## src/rtl/hazard_ctrl_pkg.sv

```systemverilog
// Shared types for the hazard controller: bypass-select encoding, FSM states
// and register-index width derivation.
package hazard_ctrl_pkg;

    typedef enum logic [1:0] {
        FWD_FILE   = 2'b00,
        FWD_EX     = 2'b01,
        FWD_MM_PRO = 2'b10,
        FWD_MM_MEM = 2'b11
    } fwd_sel_t;

    typedef enum logic [1:0] {
        HZ_RUN      = 2'd0,
        HZ_LOAD_USE = 2'd1,
        HZ_MEM_WAIT = 2'd2,
        HZ_SB_WAIT  = 2'd3
    } hz_state_t;

    // A single-register file still needs a 1-bit index.
    function automatic int reg_idx_w(input int reg_num);
        return (reg_num > 1) ? $clog2(reg_num) : 1;
    endfunction

    localparam int REG_IDX_W = reg_idx_w(32);

endpackage

```

## src/rtl/hazard_scoreboard.sv

```systemverilog
// Busy-bit array for long-latency destinations; a same-cycle set and clear
// of one register leaves the bit set.
module hazard_scoreboard
    import hazard_ctrl_pkg::*;
#(
    parameter int REG_NUM = 32,
    localparam int IDX_W  = reg_idx_w(REG_NUM)
) (
    input  logic               clk,
    input  logic               rst,
    input  logic               set_en,
    input  logic [IDX_W-1:0]   set_idx,
    input  logic               clr_en,
    input  logic [IDX_W-1:0]   clr_idx,
    output logic [REG_NUM-1:0] busy
);

    logic [REG_NUM-1:0] busy_reg;

    generate
        for (genvar gi = 0; gi < REG_NUM; gi++) begin : g_bit
            always_ff @(posedge clk) begin
                if (rst) begin
                    busy_reg[gi] <= 1'b0;
                end else if (set_en && (set_idx == IDX_W'(gi))) begin
                    busy_reg[gi] <= 1'b1;
                end else if (clr_en && (clr_idx == IDX_W'(gi))) begin
                    busy_reg[gi] <= 1'b0;
                end
            end
        end
    endgenerate

    assign busy = busy_reg;

endmodule

```

## src/rtl/hazard_ctrl.sv

```systemverilog
// Decode-stage hazard controller: bypass selects, load-use / memory-wait /
// scoreboard stalls. Optional stall counter port under HAZARD_PERF_EN.
module hazard_ctrl
    import hazard_ctrl_pkg::*;
#(
    parameter int REG_NUM   = 32,
    parameter int CNT_WIDTH = 32,
    localparam int IDX_W    = reg_idx_w(REG_NUM)
) (
    input  logic                 clk,
    input  logic                 rst,
    input  logic                 id_valid,
    input  logic                 id_uses_rs1,
    input  logic                 id_uses_rs2,
    input  logic                 id_we,
    input  logic [IDX_W-1:0]     id_rs1,
    input  logic [IDX_W-1:0]     id_rs2,
    input  logic [IDX_W-1:0]     id_rd,
    input  logic                 ex_valid,
    input  logic                 ex_we,
    input  logic                 ex_is_load,
    input  logic                 ex_is_long,
    input  logic [IDX_W-1:0]     ex_rd,
    input  logic                 mm_valid,
    input  logic                 mm_we,
    input  logic                 mm_is_load,
    input  logic                 mm_data_ready,
    input  logic [IDX_W-1:0]     mm_rd,
    input  logic                 lu_wb_valid,
    input  logic [IDX_W-1:0]     lu_wb_rd,
    output logic [1:0]           fwd_sel_rs1,
    output logic [1:0]           fwd_sel_rs2,
    output logic                 stall_if,
    output logic                 stall_id,
    output logic                 bubble_ex,
    output logic [REG_NUM-1:0]   sb_busy,
    output logic [1:0]           hz_state
`ifdef HAZARD_PERF_EN
    ,
    output logic [CNT_WIDTH-1:0] stall_cycles
`endif
);

    logic      live_rs1;
    logic      live_rs2;
    logic      ex_alu;
    logic      ex_pending;
    logic      mm_pro;
    logic      mm_mem;
    logic      mm_wait;
    logic      hz_load_use;
    logic      hz_mem_wait;
    logic      hz_sb;
    logic      stall;
    logic      sb_set;
    fwd_sel_t  fwd_rs1;
    fwd_sel_t  fwd_rs2;
    hz_state_t hz_state_reg;

    assign live_rs1 = id_valid && id_uses_rs1 && (id_rs1 != '0);
    assign live_rs2 = id_valid && id_uses_rs2 && (id_rs2 != '0);

    assign ex_alu     = ex_valid && ex_we && !ex_is_load && !ex_is_long;
    assign ex_pending = ex_valid && ex_we && (ex_is_load || ex_is_long);
    assign mm_pro     = mm_valid && mm_we && !mm_is_load;
    assign mm_mem     = mm_valid && mm_we && mm_is_load && mm_data_ready;
    assign mm_wait    = mm_valid && mm_we && mm_is_load && !mm_data_ready;

    function automatic fwd_sel_t pick_fwd(input logic live, input logic [IDX_W-1:0] rs);
        fwd_sel_t sel;
        sel = FWD_FILE;
        if (live) begin
            if (ex_alu && (rs == ex_rd))
                sel = FWD_EX;
            else if (mm_pro && (rs == mm_rd))
                sel = FWD_MM_PRO;
            else if (mm_mem && (rs == mm_rd))
                sel = FWD_MM_MEM;
        end
        return sel;
    endfunction

    always_comb begin
        fwd_rs1 = pick_fwd(live_rs1, id_rs1);
        fwd_rs2 = pick_fwd(live_rs2, id_rs2);
    end

    assign fwd_sel_rs1 = fwd_rs1;
    assign fwd_sel_rs2 = fwd_rs2;

    assign hz_load_use = (live_rs1 && ex_pending && (id_rs1 == ex_rd)) ||
                         (live_rs2 && ex_pending && (id_rs2 == ex_rd));
    assign hz_mem_wait = (live_rs1 && mm_wait && (id_rs1 == mm_rd)) ||
                         (live_rs2 && mm_wait && (id_rs2 == mm_rd));
    // Busy bits hold through the completion cycle; the RF is readable the cycle after.
    assign hz_sb       = (live_rs1 && sb_busy[id_rs1]) ||
                         (live_rs2 && sb_busy[id_rs2]) ||
                         (id_valid && id_we && sb_busy[id_rd]);

    assign stall     = hz_load_use || hz_mem_wait || hz_sb;
    assign stall_if  = stall;
    assign stall_id  = stall;
    assign bubble_ex = stall;

    assign sb_set = ex_valid && ex_we && ex_is_long && (ex_rd != '0);

    hazard_scoreboard #(
        .REG_NUM (REG_NUM)
    ) u_scoreboard (
        .clk     (clk),
        .rst     (rst),
        .set_en  (sb_set),
        .set_idx (ex_rd),
        .clr_en  (lu_wb_valid),
        .clr_idx (lu_wb_rd),
        .busy    (sb_busy)
    );

    always_ff @(posedge clk) begin
        if (rst) begin
            hz_state_reg <= HZ_RUN;
        end else if (hz_load_use) begin
            hz_state_reg <= HZ_LOAD_USE;
        end else if (hz_mem_wait) begin
            hz_state_reg <= HZ_MEM_WAIT;
        end else if (hz_sb) begin
            hz_state_reg <= HZ_SB_WAIT;
        end else begin
            hz_state_reg <= HZ_RUN;
        end
    end

    assign hz_state = hz_state_reg;

`ifdef HAZARD_PERF_EN
    logic [CNT_WIDTH-1:0] stall_cycles_reg;

    always_ff @(posedge clk) begin
        if (rst) begin
            stall_cycles_reg <= '0;
        end else if (stall && (stall_cycles_reg != '1)) begin
            stall_cycles_reg <= stall_cycles_reg + 1'b1;
        end
    end

    assign stall_cycles = stall_cycles_reg;
`endif

endmodule

```

## config.mk

```make
export PLATFORM = sky130hd
export DESIGN_NAME = hazard_ctrl
export DESIGN_NICKNAME = d
export VERILOG_FILES = /design/src/rtl/hazard_ctrl_pkg.sv /design/src/rtl/hazard_scoreboard.sv /design/src/rtl/hazard_ctrl.sv
export SDC_FILE = /design/constraint.sdc
export NUM_CORES = 1
export LEC_CHECK = 0
export CELL_PAD_IN_SITES_DETAIL_PLACEMENT = 2
export CELL_PAD_IN_SITES_GLOBAL_PLACEMENT = 2
export CORE_AREA = 2 2 99 101
export CTS_BUF_LIST = sky130_fd_sc_hd__clkbuf_4
export DETAILED_ROUTE_END_ITERATION = 6
export DIE_AREA = 0 0 101 103
export PLACE_DENSITY_LB_ADDON = 0.1
export SKIP_CTS_REPAIR_TIMING = 1
export SLEW_MARGIN = 20
export SYNTH_ARGS = -nofsm -noshare
export SYNTH_HDL_FRONTEND = slang
export SYNTH_SLANG_ARGS = --single-unit
```

## constraint.sdc

```tcl
create_clock -name clk -period 4.4 [get_ports clk]
set_input_delay 0.88 -clock clk [delete_from_list [all_inputs] [get_ports clk]]
set_output_delay 0.88 -clock clk [all_outputs]
set_load 0.02 [all_outputs]
```

==> summary.txt <==
Status
  • Status: finished, final reports clean

STA
  • Worst-Margin Slew: 0.541 ns
  • Slew Limit Fails: 0
  • Rel. slew slack: 63.4%
  • Fmax: ~240 MHz
  • Clock Skews: 0.0195 ns
  • Setup Viol. Count Final: 0
  • Worst setup margin: around 0.20 ns
  • Period Utilization, post-route: 95.5%
  • RSZ-0062 raised after global routing: false
  • Minimum hold slack: between 0.5 and 0.6 ns
  • Hold Violations, Final: 0
  • Min Tclk post-route: ~4.2 ns
  • Setup TNS: 0 ns

Clock network
  • CTS tree: built
  • CTS H-tree depth: 2
  • Clock buffer count from CTS: 5
  • CTS Sinks: 34
  • Worst-path clk slew: 0.10 ns
  • Worst skew pair latency: roughly 0.34 ns
  • Clk buf depth: 2
  • Clock tree root driver cell: clkbuf_4

Global routing
  • GRT Util Overall: 23.6%
  • GRT overflow: 0
  • Vias in the first global route: between 3,000 and 4,000
  • Pin count of the biggest net entering global routing: 35
  • First-pass GRT wire length: 18,700 µm
  • Antenna violations before repair: 0

Drt
  • Uppermost layer routed: met4
  • Met3 wire len: roughly 450 µm
  • Vias after detailed routing: between 3,000 and 4,000
  • WL final: roughly 12,000 µm
  • DRC errors left: 0
  • Post-route ant nets: 0
  • Metal-1 WL: 5310 µm
  • WL per Instance: 22.4 µm
  • DR WL met2: 6050 µm
  • Drt first pass iters: 4
  • Vias per std cell: 5.62
  • Number of DRC markers in iteration 0: roughly 100

Floorplan
  • Initial core utilization: 29.1%
  • Core Box Area: 9460 µm²
  • # IOs: 86
  • Die Ht: between 100 and 150 µm
  • Die W: 101 µm
  • FP Rows: 36
  • DIE AREA: around 10,000 µm²

Setup path
  • Worst path max stage delay: about 0.51 ns
  • CP endpoint kind: output pin
  • Crit start category: input pin
  • Critical path's top delay family: buffers and inverters
  • Crit-path slowest cell: mux4_2
  • Worst Setup Path Type: in -> out
  • CP Cell Sequence: clkdlybuf4s50_1, buf_4, mux4_2, nor3b_1, buf_4, a2111oi_4, a41oi_2, o2111a_1, nand3b_1, dlymetal6s2s_1
  • Buf/Inv on CP: 4
  • CP Data Required Time: 3.52 ns
  • CP Max Fanout: 7
  • CP dominant cell by count: buf_4
  • Arr. time, crit path: about 3.3 ns

Synthesis
  • Yosys reg bits: 34
  • Synth Warn #: 0
  • Mapped Area: approximately 2800 µm²
  • Number of synthesized flops with an enable pin: 0
  • FFs w/ async S/R, synth: 0%
  • Sequential fraction of the synthesis area: between 20% and 30%
  • Most used flip-flop cell after synthesis: dfxtp_1
  • Synth unique cells: 45
  • Post-synthesis net count: 364
  • Synth Instances: 319
  • Syn Area/Cell: slightly below 9 µm²

Layout
  • Final instance area: 3960 µm²
  • Nets: 466
  • Max FFs per register: 32
  • Layout cell share with drive strength beyond 1: 16.8%
  • Ant diodes: 0
  • Area delta synth->final: 43.7%
  • Util after Layout: 41.9%

Placed design
  • DP HPWL: 9590 µm
  • PortBufs: 85
  • Place WS: -0.148 ns
  • Placed cell areas: 3900 µm²
  • Gpl congestion: 0.905

Power
  • Net Sw Frac: 31.4%
  • Lkg Pwr: 1.40 nW
  • Clk pwr share: 26.2%
  • Sequential power share: 45.4%
  • Pwr/cell area: 173 nW/µm²
  • Internal power: about 0.47 mW
  • Comb pwr share: 28.4%
  • Peak supply drop: between 80 and 90 µV
  • P_sw: 0.215 mW

Worst hold path
  • HP Class: reg -> reg

Run
  • Max-cap violation count: 0
-- power by group through the flow --
stage | Sequential [mW] | Clock (mW) | Combinational [mW]
6_report | 0.312 | 0.180 | 0.195
5_1_grt | 0.312 | 0.200 | 0.210
4_1_cts | 0.312 | 0.191 | 0.197
3_5_place_dp | 0.319 | 0 | 0.196
3_3_place_gp | 0.319 | 0 | 0.191
2_1_floorplan | 0.320 | 0 | 0.0917
-- logic make-up after synthesis --
family | Yosys count | share of synthesized area, %
AO/OA/AOI/OAI | 86 | 19.2
AND/OR/NAND/NOR | 116 | 22.2
buffers and inverters | 27 | 5.27
multiplexers | 36 | 22.2
XOR/XNOR | 20 | 6.36
flip-flops | 34 | 24.7
-- metrics by stage --
stage	cells	power (mW)
2_1_floorplan	319	0.412
3_3_place_gp	528	0.510
3_5_place_dp	528	0.515
4_1_cts	536	0.700
5_1_grt	536	0.723
6_report	536	0.687
-- per-layer routing --
metal	track usage, %	vias up
li1	-	1402
met1	30.1	1513
met2	42.6	84
met3	2.44	14
met4	6.44	0
met5	0	-
-- cell type report --
class                   count  area (µm²)
multi-input cells         258        1930
clock inverters             2        8.76
flip-flops and latches     34         681
repair buffers            120        1150
well taps                 114         143
clock buffers               6        45.0
inverters                   2        7.51
fillers                  1070        5500
-- synth_stat cells, types with 5 or more instances --
cell type | n | area share, %
mux4_2 | 13 | 11
nand4_1 | 11 | 2.5
a21oi_1 | 35 | 6.4
nand3b_1 | 5 | 1.4
nor3_1 | 8 | 1.5
xor2_1 | 12 | 3.8
o21ai_0 | 31 | 5.6
xnor2_1 | 8 | 2.5
mux4_1 | 5 | 4.8
dfxtp_1 | 34 | 25
nor2_1 | 12 | 1.6
nand3_1 | 14 | 2.5
buf_4 | 5 | 1.4
nor3b_1 | 6 | 1.6
mux2i_1 | 12 | 4.4
clkbuf_1 | 10 | 1.4
nor2b_1 | 11 | 2.5
buf_2 | 7 | 1.3
mux2_2 | 6 | 2.5
nand2_1 | 36 | 4.9
-- layout by cell type, fill, tap and decap left out, types with 2 or more instances in the layout --
| cell | Yosys | routed |
|---|---|---|
| nand2_1 | 36 | 36 |
| clkdlybuf4s50_1 | 0 | 82 |
| nor2_1 | 12 | 12 |
| clkbuf_4 | 0 | 6 |
| mux2_2 | 6 | 6 |
| a311oi_1 | 3 | 3 |
| nor3b_1 | 6 | 6 |
| dlymetal6s2s_1 | 0 | 3 |
| mux4_1 | 5 | 5 |
| buf_12 | 0 | 2 |
| xnor2_1 | 8 | 8 |
| nor2b_1 | 11 | 11 |
| inv_1 | 2 | 2 |
| nor4_1 | 2 | 2 |
| buf_4 | 5 | 33 |
| nand3b_1 | 5 | 5 |
| a211o_1 | 2 | 2 |
| o22ai_1 | 3 | 3 |
| mux2i_1 | 12 | 12 |
| nor3_1 | 8 | 8 |
| a211oi_2 | 2 | 2 |
| nand2b_1 | 4 | 4 |
| o21ai_0 | 31 | 31 |
| a31oi_1 | 2 | 2 |
| dfxtp_1 | 34 | 34 |
| nand4_1 | 11 | 11 |
| nand3_1 | 14 | 14 |
| xor2_1 | 12 | 12 |
| mux4_2 | 13 | 13 |
| a21oi_1 | 35 | 35 |
-- final timing paths --
kind | from | end | slack [ns] | depth (start not counted)
setup / recovery | id_rs2[0] | stall_if | 0.20 | 10
hold / removal | u_scoreboard.busy[0] | u_scoreboard.busy[0] | 0.54 | 1
setup reg to reg | u_scoreboard.busy[5] | hz_state[1] | 2.30 | 7
hold reg to reg | u_scoreboard.busy[0] | u_scoreboard.busy[0] | 0.54 | 1
(Power assumes the default switching activity.)
